$ cat src/rtl/lpc_cycle_decoder_pkg.sv
// Shared LPC decode constants: start codes, cycle/dir codes, sync codes,
// record cycle types and FSM state encodings (also used by the serializer).
package lpc_cycle_decoder_pkg;

  localparam logic [3:0] START_LPC = 4'b0000;
  localparam logic [3:0] START_TPM = 4'b0101;

  // CTDIR[3:1] cycle type / direction
  localparam logic [2:0] CT_IO_RD  = 3'b000;
  localparam logic [2:0] CT_IO_WR  = 3'b001;
  localparam logic [2:0] CT_MEM_RD = 3'b010;
  localparam logic [2:0] CT_MEM_WR = 3'b011;

  localparam logic [3:0] SYNC_READY      = 4'b0000;
  localparam logic [3:0] SYNC_SHORT_WAIT = 4'b0101;
  localparam logic [3:0] SYNC_LONG_WAIT  = 4'b0110;
  localparam logic [3:0] SYNC_ERROR      = 4'b1010;

  localparam logic [1:0] CYC_IO  = 2'd0;
  localparam logic [1:0] CYC_MEM = 2'd1;
  localparam logic [1:0] CYC_TPM = 2'd2;

  localparam logic [3:0] ST_IDLE  = 4'd0;
  localparam logic [3:0] ST_START = 4'd1;
  localparam logic [3:0] ST_CTDIR = 4'd2;
  localparam logic [3:0] ST_ADDR  = 4'd3;
  localparam logic [3:0] ST_WDATA = 4'd4;
  localparam logic [3:0] ST_TAR_A = 4'd5;
  localparam logic [3:0] ST_SYNC  = 4'd6;
  localparam logic [3:0] ST_RDATA = 4'd7;
  localparam logic [3:0] ST_TAR_B = 4'd8;

  // Index of the final address nibble: 8 nibbles for MEM, 4 for IO/TPM.
  function automatic logic [2:0] last_addr_nibble(input logic [1:0] cyc);
    return (cyc == CYC_MEM) ? 3'd7 : 3'd3;
  endfunction

endpackage

$ cat src/rtl/lpc_cycle_decoder.sv
// LPC bus cycle decoder: turns registered AD/LFRAME# nibbles into one record
// per completed IO/MEM/TPM cycle; never stalls, drops records when not ready.
module lpc_cycle_decoder
  import lpc_cycle_decoder_pkg::*;
#(
  parameter int unsigned MAX_SYNC_WAIT = 16
) (
  input  logic        lpc_clock,
  input  logic        reset,
  input  logic [3:0]  lpc_ad,
  input  logic        lpc_frame,
  input  logic        out_ready,
  output logic        out_valid,
  output logic [1:0]  out_cyc,
  output logic        out_write,
  output logic [31:0] out_addr,
  output logic [7:0]  out_data,
  output logic        sync_error,
  output logic        overflow
);

  localparam int unsigned WAIT_W = $clog2(MAX_SYNC_WAIT + 1);

  logic [3:0]        ad_q;
  logic              frame_q, ready_q;
  logic [3:0]        state_q, state_d;
  logic [2:0]        nib_q, nib_d;
  logic [WAIT_W-1:0] wait_q, wait_d;
  logic [3:0]        start_q, start_d;
  logic [1:0]        cyc_q, cyc_d;
  logic              write_q, write_d;
  logic [31:0]       addr_q, addr_d;
  logic [7:0]        data_q, data_d;
  logic              emit;

  logic              out_valid_q, out_valid_d;
  logic [1:0]        out_cyc_q, out_cyc_d;
  logic              out_write_q, out_write_d;
  logic [31:0]       out_addr_q, out_addr_d;
  logic [7:0]        out_data_q, out_data_d;
  logic              sync_error_q, sync_error_d;
  logic              overflow_q, overflow_d;

  always_comb begin
    state_d      = state_q;
    nib_d        = nib_q;
    wait_d       = wait_q;
    start_d      = start_q;
    cyc_d        = cyc_q;
    write_d      = write_q;
    addr_d       = addr_q;
    data_d       = data_q;
    emit         = 1'b0;
    out_valid_d  = 1'b0;
    sync_error_d = 1'b0;
    overflow_d   = 1'b0;
    out_cyc_d    = out_cyc_q;
    out_write_d  = out_write_q;
    out_addr_d   = out_addr_q;
    out_data_d   = out_data_q;

    // LFRAME# low overrides everything: the last nibble seen with it low is the start code.
    if (!frame_q) begin
      state_d = ST_START;
      start_d = ad_q;
    end else begin
      case (state_q)
        ST_START: begin
          state_d = ST_IDLE;
          nib_d   = '0;
          wait_d  = '0;
          addr_d  = '0;
          write_d = ad_q[1];
          if (start_q == START_LPC || start_q == START_TPM) begin
            case (ad_q[3:1])
              CT_IO_RD, CT_IO_WR: begin
                state_d = ST_ADDR;
                cyc_d   = (start_q == START_TPM) ? CYC_TPM : CYC_IO;
              end
              CT_MEM_RD, CT_MEM_WR: begin
                if (start_q == START_LPC) begin
                  state_d = ST_ADDR;
                  cyc_d   = CYC_MEM;
                end
              end
              default: state_d = ST_IDLE;
            endcase
          end
        end
        ST_ADDR: begin
          addr_d = {addr_q[27:0], ad_q};
          nib_d  = nib_q + 3'd1;
          if (nib_q == last_addr_nibble(cyc_q)) begin
            nib_d   = '0;
            state_d = write_q ? ST_WDATA : ST_TAR_A;
          end
        end
        ST_WDATA: begin
          data_d = {ad_q, data_q[7:4]};
          nib_d  = nib_q + 3'd1;
          if (nib_q[0]) begin
            nib_d   = '0;
            state_d = ST_TAR_A;
          end
        end
        ST_TAR_A: begin
          nib_d = nib_q + 3'd1;
          if (nib_q[0]) begin
            nib_d   = '0;
            wait_d  = '0;
            state_d = ST_SYNC;
          end
        end
        ST_SYNC: begin
          case (ad_q)
            SYNC_READY: begin
              if (write_q) begin
                emit    = 1'b1;
                state_d = ST_IDLE;
              end else begin
                state_d = ST_RDATA;
              end
            end
            SYNC_SHORT_WAIT, SYNC_LONG_WAIT: begin
              wait_d = wait_q + 1'b1;
              if (wait_d == WAIT_W'(MAX_SYNC_WAIT)) begin
                sync_error_d = 1'b1;
                state_d      = ST_IDLE;
              end
            end
            SYNC_ERROR: begin
              sync_error_d = 1'b1;
              state_d      = ST_IDLE;
            end
            default: begin
              sync_error_d = 1'b1;
              state_d      = ST_IDLE;
            end
          endcase
        end
        ST_RDATA: begin
          data_d = {ad_q, data_q[7:4]};
          nib_d  = nib_q + 3'd1;
          if (nib_q[0]) begin
            emit    = 1'b1;
            nib_d   = '0;
            state_d = ST_TAR_B;
          end
        end
        ST_TAR_B: begin
          nib_d = nib_q + 3'd1;
          if (nib_q[0]) begin
            nib_d   = '0;
            state_d = ST_IDLE;
          end
        end
        default: state_d = ST_IDLE;
      endcase
    end

    // Record fields update even when dropped, so out_* always reflect the latest cycle.
    if (emit) begin
      out_cyc_d   = cyc_q;
      out_write_d = write_q;
      out_addr_d  = addr_q;
      out_data_d  = data_d;
      out_valid_d = ready_q;
      overflow_d  = !ready_q;
    end
  end

  always_ff @(posedge lpc_clock) begin
    if (reset) begin
      ad_q         <= '1;
      frame_q      <= 1'b1;
      ready_q      <= 1'b0;
      state_q      <= ST_IDLE;
      nib_q        <= '0;
      wait_q       <= '0;
      start_q      <= '0;
      cyc_q        <= '0;
      write_q      <= 1'b0;
      addr_q       <= '0;
      data_q       <= '0;
      out_valid_q  <= 1'b0;
      out_cyc_q    <= '0;
      out_write_q  <= 1'b0;
      out_addr_q   <= '0;
      out_data_q   <= '0;
      sync_error_q <= 1'b0;
      overflow_q   <= 1'b0;
    end else begin
      ad_q         <= lpc_ad;
      frame_q      <= lpc_frame;
      ready_q      <= out_ready;
      state_q      <= state_d;
      nib_q        <= nib_d;
      wait_q       <= wait_d;
      start_q      <= start_d;
      cyc_q        <= cyc_d;
      write_q      <= write_d;
      addr_q       <= addr_d;
      data_q       <= data_d;
      out_valid_q  <= out_valid_d;
      out_cyc_q    <= out_cyc_d;
      out_write_q  <= out_write_d;
      out_addr_q   <= out_addr_d;
      out_data_q   <= out_data_d;
      sync_error_q <= sync_error_d;
      overflow_q   <= overflow_d;
    end
  end

  assign out_valid  = out_valid_q;
  assign out_cyc    = out_cyc_q;
  assign out_write  = out_write_q;
  assign out_addr   = out_addr_q;
  assign out_data   = out_data_q;
  assign sync_error = sync_error_q;
  assign overflow   = overflow_q;

endmodule
$ cat config.mk
export PLATFORM = sky130hd
export DESIGN_NAME = lpc_cycle_decoder
export DESIGN_NICKNAME = d
export VERILOG_FILES = /design/src/rtl/lpc_cycle_decoder_pkg.sv /design/src/rtl/lpc_cycle_decoder.sv
export SDC_FILE = /design/constraint.sdc
export NUM_CORES = 1
export LEC_CHECK = 0
export CAP_MARGIN = 25
export CELL_PAD_IN_SITES_DETAIL_PLACEMENT = 1
export CELL_PAD_IN_SITES_GLOBAL_PLACEMENT = 1
export CORE_MARGIN = 10
export CORE_UTILIZATION = 44
export DETAILED_ROUTE_END_ITERATION = 8
export PLACE_DENSITY_LB_ADDON = 0.05
export SYNTH_ARGS = -nofsm -noshare
export SYNTH_HDL_FRONTEND = slang
export SYNTH_SLANG_ARGS = --single-unit
$ cat constraint.sdc
create_clock -name lpc_clock -period 3 [get_ports lpc_clock]
set_input_delay 0.75 -clock lpc_clock [delete_from_list [all_inputs] [get_ports lpc_clock]]
set_output_delay 0.75 -clock lpc_clock [all_outputs]
set_load 0.01 [all_outputs]
==> parameters.txt, run 1 <==
Parameter                              Value

Timing
  Tightest Pin Transition    858 ps
  Final setup viols    0
  Final cycle utilization of the critical path    74.7%
  Final Hold Viols    0
  Max Clk Rate    446 MHz
  Clock tree skew after final layout    4.53 ps
  Shortest clock period the worst path allows after layout    2240 ps
  Worst slew margin    42.0%
  RSZ-0062 raised after global routing    false
  Max-slew violation count    0
  Final sum of negative setup slack    0 ps

Pwr
  Worst-case vdd ir drop    0.218 mV
  Sw Ratio    22.6%
  Clk network pwr share    36.2%
  Comb pwr share    3.4%
  Sequential group share of total power    60.4%
  Standby leakage power    0.00171 uW
  Internal power    1920 uW
  P per Cell Area    476 nW/um2
  Net switching power    561 uW

Cells and area
  Most common cell after layout, fill and taps aside    nand2_1
  Count of placed standard cells in the final layout, fillers left out    697
  Number of nets at the end of the flow    571
  Leading cell types in the layout, fill and taps excluded    nand2_1, dfxtp_1, a21oi_1
  Diode insertion count for antenna repair    0
  Share of final-layout standard cells stronger than drive strength 1    5.85%
  Synthesis-to-finish area growth    17.6%

Clock tree
  CTS Root Buffer Type    clkbuf_8
  Total CTS buffers    9
  Clock slew at the register clock pins of the worst setup and hold paths    100 ps
  TritonCTS clock tree    done
  Worst-Skew Late Latency    370 ps
  Postcts setup bufs    0
  CTS hold repair buffers    0
  Buffers from clock root to sink, at most    2
  TritonCTS sink count    111
  H-Tree Depth    3
  Count of instances resized after the clock tree is built    0

Min path
  Type of the worst min-delay path    register to register
  Min-delay src    ready_q

Die
  Floorplan die height    120 um
  Starting density of the core    45.2%
  Die outline width    120 um
  Core Box Area    9820 um2
  Floorplan row count    36
  Total Die Area    14500 um2
  I/O Pins    54

Global route
  Global-route wire length before repair    19.1 mm
  Initial antenna violation count    0
  Vias in the first global route    3774
  GRT Total Usage    15.8%
  Maximum number of pins on one net before global-route repair    63
  Overflow after GRT    0

Place
  IO buf count    53
  Final GP Congestion    0.815
  Instance count after placement with tap cells included    682
  Final HPWL from detailed placement    7.47 mm

Setup path
  Critical path required time    3300 ps
  Crit path to    out_addr[17]
  Worst setup startpoint    state_q[1]
  Reg2reg path depth    6
  Arrival time worst endpoint    2540 ps
  Kind of start point of the critical path    register
  R2R Setup Slk    760 ps
  Startpoint of the lowest-slack register-to-register path    state_q[1]
  Maximum fanout along the worst path    43
  Crit Reg-Reg Endpoint    out_addr[17]
  Endpoint class of the critical path    register
  Setup Crit Path Kind    register to register

Run status
  Status    complete, no violations

Logic synthesis
  Post-Synthesis Net Count    543
  FFs w/ async S/R, synth    0%
  Post-Syn Instances    532
  Primary flip-flop cell chosen by synthesis mapping    dfxtp_1
  Sequential element share of the synthesized area    50.1%
  Number of enable flip-flop cells after synthesis    0
  Number of flip-flops and latches in the synthesized netlist    111
  Mean instance size in the synthesized netlist    8.34 um2
  Unique cell type count in the Yosys netlist    50
  Number of synthesis warnings    0
  Synthesized area    4440 um2

Routing
  Remaining antenna violation count after routing    0
  First-pass DRT Iterations    4
  Number of design-rule violations left by the first detailed-router iteration    196
  Average wire per standard cell    15.9 um
  Ratio of routed vias to standard cells    5.29
  Routed vias    3688
  Overall routed net length    11.1 mm
  Total DRC errors in the routed layout    0

Flow run
  Maxcap violations    0
## cell type report
class | instances | area (um2)
Clock buffer | 13 | 149
Tap cell | 133 | 166
Inverter | 5 | 18.8
Sequential cell | 111 | 2220
Timing Repair Buffer | 60 | 606
Clock inverter | 2 | 38.8
Multi-Input combinational cell | 373 | 2020
Fill cell | 1233 | 4600
## how the worst min path moves through the flow
stage	end	slack [ps]	cells after the start
finish	overflow	430	1
global placement	overflow	410	1
detailed placement	overflow	420	1
global route	overflow	460	1
floorplan	overflow	390	1
CTS	overflow	450	1
## Yosys cell counts, types with 2 or more instances
cell type	n	area [um2]
nand2b_1	9	56.3
o21ai_0	6	30.0
nand4b_1	2	17.5
and3_1	2	12.5
nand2_1	113	424
nor4b_1	2	17.5
nor4_1	3	18.8
nand3b_1	5	37.5
nor2b_1	12	75.1
clkbuf_1	21	78.8
a2bb2oi_1	2	17.5
buf_1	3	11.3
or3b_1	2	17.5
o21a_1	2	15.0
a21oi_1	75	375
a211oi_1	10	75.1
ha_1	3	37.5
nor3b_1	2	15.0
nor2_1	35	131
or2_2	5	31.3
dfxtp_1	111	2220
mux2i_1	16	160
nand3_1	37	185
a31oi_1	4	25.0
buf_2	17	85.1
buf_4	2	15.0
o211ai_1	4	30.0
inv_1	5	18.8
## sequential cells by signal, indices dropped and copies added (netlist names), 3 cells and up
register	flops
state_q	4
data_q	8
out_addr	32
out_data	8
ad_q	4
start_q	4
wait_q	5
addr_q	32
nib_q	3
## through the flow
stage	setup slack [ps]	cell area, um2	utilization (%)	total power, uW	hold slack [ps]
after floorplan	1270	4440	-	1590	393
after global placement	835	5030	51.3	1620	408
after detailed placement	783	5030	51.3	1620	420
after CTS	770	5220	53.2	2510	446
after global routing	533	5220	53.2	2580	461
final	758	5220	53.2	2480	431
## cell families after synthesis
kind of cell,synth area share [%]
compound gates,14.6
xor+xnor,0.395
fa+ha+maj,0.846
buf+inv,4.71
flops,50.1
mux,3.61
simple gates,25.8
## routing by layer
layer | global-route usage, % | part of all wire, % | up-vias
met5 | 0 | 0 | -
met1 | 19.8 | 47 | 1773
met4 | 4.83 | 1.0 | 0
li1 | - | - | 1854
met3 | 4.79 | 4.6 | 8
met2 | 25.6 | 47 | 53
## worst max-delay path: stages (launching register included)
cell and delay [ps]:
dfxtp_1 450, buf_4 450, nand3_1 270, nor2b_4 500, buf_12 250, nand2_1 80
a21oi_1 140
## power by group through the flow
stage | sequential, uW | combinational, uW | clock (uW)
after floorplan | 1520 | 70.6 | 0
after global placement | 1540 | 82.2 | 0
after detailed placement | 1540 | 84.3 | 0
after CTS | 1500 | 84.4 | 925
after global routing | 1510 | 93.7 | 985
final | 1500 | 83.9 | 899
Note: power is estimated with default switching activity, not from simulation.
==> inputs of run 2 (changes only) <==
--- a/config.mk
+++ b/config.mk
@@ -9,7 +9,7 @@
 export CELL_PAD_IN_SITES_DETAIL_PLACEMENT = 1
 export CELL_PAD_IN_SITES_GLOBAL_PLACEMENT = 1
 export CORE_MARGIN = 10
-export CORE_UTILIZATION = 44
+export CORE_UTILIZATION = 41
 export DETAILED_ROUTE_END_ITERATION = 8
 export PLACE_DENSITY_LB_ADDON = 0.05
 export SYNTH_ARGS = -nofsm -noshare
==> constraint.sdc (replaced) <==
create_clock -name lpc_clock -period 2.3 [get_ports lpc_clock]
set_input_delay 0.575 -clock lpc_clock [delete_from_list [all_inputs] [get_ports lpc_clock]]
set_output_delay 0.575 -clock lpc_clock [all_outputs]
set_load 0.01 [all_outputs]
==> run 2 against run 1 <==
  * Clock skew grew 7.2 ps
  * Combinational power grew 53%
  * Routed wire length grew 2.8%
  * Final cell count grew 2.3%
  * Power grew 32%
  * Sequential share of layout area shrank 0.98 points
  * Die area grew 6.1%
  * First-iteration DRC count shrank 0.51%
  * Final area grew 2.3%
  * Maximum frequency grew 13%
  * Sequential power grew 30%
  * Largest cell class unchanged
  * Largest power group unchanged
==> parameters.txt, run 2 (synthesis results as in run 1) <==
Parameter                              Value

Flow run
  Maxcap violations    0

Clock tree
  TritonCTS clock tree    done
  Buffers from clock root to sink, at most    2
  Total CTS buffers    9
  CTS hold repair buffers    0
  Clock slew at the register clock pins of the worst setup and hold paths    100 ps
  CTS Root Buffer Type    clkbuf_8
  Count of instances resized after the clock tree is built    0
  H-Tree Depth    3
  Postcts setup bufs    0
  TritonCTS sink count    111
  Worst-Skew Late Latency    390 ps

Setup path
  Chain of cells forming the critical path    nand4bb_1, buf_4, or3b_1, a31oi_1, nand3b_1, a31oi_1
  Arrival time worst endpoint    2290 ps
  Total buffers and inverters traversed by the critical path    1
  Worst setup startpoint    state_q[1]
  Reg2reg path depth    6
  Kind of start point of the critical path    register
  Crit path to    state_q[0]
  Maximum fanout along the worst path    10
  Endpoint class of the critical path    register
  R2R Setup Slk    320 ps
  CP max stage cell    dfxtp_1
  Most used cell along the critical path    a31oi_1
  Critical path required time    2610 ps
  WP depth    6
  Cell family with most CP delay    simple AND/OR/NAND/NOR gates
  Crit-path max cell delay    540 ps
  Setup Crit Path Kind    register to register
  Crit Reg-Reg Endpoint    state_q[0]
  Startpoint of the lowest-slack register-to-register path    state_q[1]

Routing
  Number of design-rule violations left by the first detailed-router iteration    195
  Routed vias    3780
  Average wire per standard cell    15.9 um
  Total DRC errors in the routed layout    0
  First-pass DRT Iterations    4
  Overall routed net length    11.4 mm
  Ratio of routed vias to standard cells    5.30
  Remaining antenna violation count after routing    0

Global route
  Overflow after GRT    0
  GRT Total Usage    15.3%
  Met1 layer usage reported by global route    18.2%
  Global-route wire length before repair    19.1 mm
  Met2 GRT Util    25.3%
  Maximum number of pins on one net before global-route repair    48
  Fraction of met3 tracks used by global routing    5.34%
  Initial antenna violation count    0
  Busiest grt layer    met2
  Vias in the first global route    3910

Die
  Floorplan row count    37
  Core Box Area    10400 um2
  I/O Pins    54
  Die outline width    124 um
  Starting density of the core    42.6%
  Floorplan die height    124 um
  Total Die Area    15400 um2

Timing
  Tightest Pin Transition    588 ps
  Shortest clock period the worst path allows after layout    1980 ps
  Worst slew margin    60.8%
  Max-slew violation count    0
  Final setup viols    0
  Final sum of negative setup slack    0 ps
  Clock tree skew after final layout    11.8 ps
  Final Hold Viols    0
  RSZ-0062 raised after global routing    false
  Max Clk Rate    505 MHz
  Final cycle utilization of the critical path    86.1%

Place
  IO buf count    53
  Instance count after placement with tap cells included    698
  Final HPWL from detailed placement    7.95 mm
  Final GP Congestion    0.818

Cells and area
  Number of filler instances in the final layout    1270
  Number of nets at the end of the flow    584
  Total area of multi-input combinational cells    2020 um2
  Synthesis-to-finish area growth    20.4%
  Leading cell types in the layout, fill and taps excluded    nand2_1, dfxtp_1, a21oi_1
  Share of final-layout standard cells stronger than drive strength 1    8.32%
  Diode insertion count for antenna repair    0
  Most common cell after layout, fill and taps aside    nand2_1
  Storage element area    2220 um2
  Count of placed standard cells in the final layout, fillers left out    713

Pwr
  Net switching power    759 uW
  Internal power    2520 uW
  P per Cell Area    613 nW/um2
  Standby leakage power    0.00178 uW
  Sequential group share of total power    59.6%
  Comb pwr share    3.9%
  Clk network pwr share    36.5%
  Worst-case vdd ir drop    0.460 mV
  Sw Ratio    23.1%

Min path
  Min-delay src    ready_q
  Type of the worst min-delay path    register to register

Run status
  Status    complete, no violations
-- run 2: changes by cell type in the layout (fill, tap and decap cells not counted), sizes merged --
cell / delta
buf: +13
clkbuf: -2
clkinv: +1
clkinvlp: +1
-- run 2: worst reg2reg max path, delay by kind of cell, from the launching register on --
kind,cells,cell delay [ps]
DFF,1,540
AOI/OAI and AO/OA,2,400
and+or+nand+nor,3,740
buffers and inverters,1,220
-- run 2: layout make-up --
cell class | instances | share of cell area, %
clock buffer | 11 | 2.65
inverter | 5 | 0.351
clock inverter | 4 | 1.03
timing repair buffer | 73 | 13.4
tap | 136 | 3.18
multi-input combinational | 373 | 37.8
sequential | 111 | 41.6
-- run 2: layer usage --
metal / routed length, um / vias up
li1: - / 1885
met5: 0 / -
met1: 5020 / 1814
met4: 122 / 0
met2: 5560 / 64
met3: 664 / 17
-- run 2: how the worst min path moves through the flow --
stage          endpoint  slack [ps]  cells past startpoint
3_3_place_gp   overflow         410                      1
6_report       overflow         430                      1
5_1_grt        overflow         470                      1
3_5_place_dp   overflow         410                      1
4_1_cts        overflow         430                      1
2_1_floorplan  overflow         390                      1
-- run 2: per-stage QoR --
step	total power [uW]	hold WS, ps	util (%)	instance area [um2]	setup slack (ps)
global route	3420	468	51.3	5340	134
finish	3280	430	51.3	5340	320
global placement	2130	409	49.4	5150	371
CTS	3330	433	51.3	5340	314
detailed placement	2130	407	49.4	5150	322
floorplan	2080	393	-	4440	595
-- run 2: power by group through the flow --
stage,combinational (uW),sequential [uW],clock (uW)
after global routing,142,1960,1320
final,128,1950,1200
after detailed placement,130,2000,0
after global placement,127,2000,0
after CTS,130,1950,1240
after floorplan,92.1,1990,0
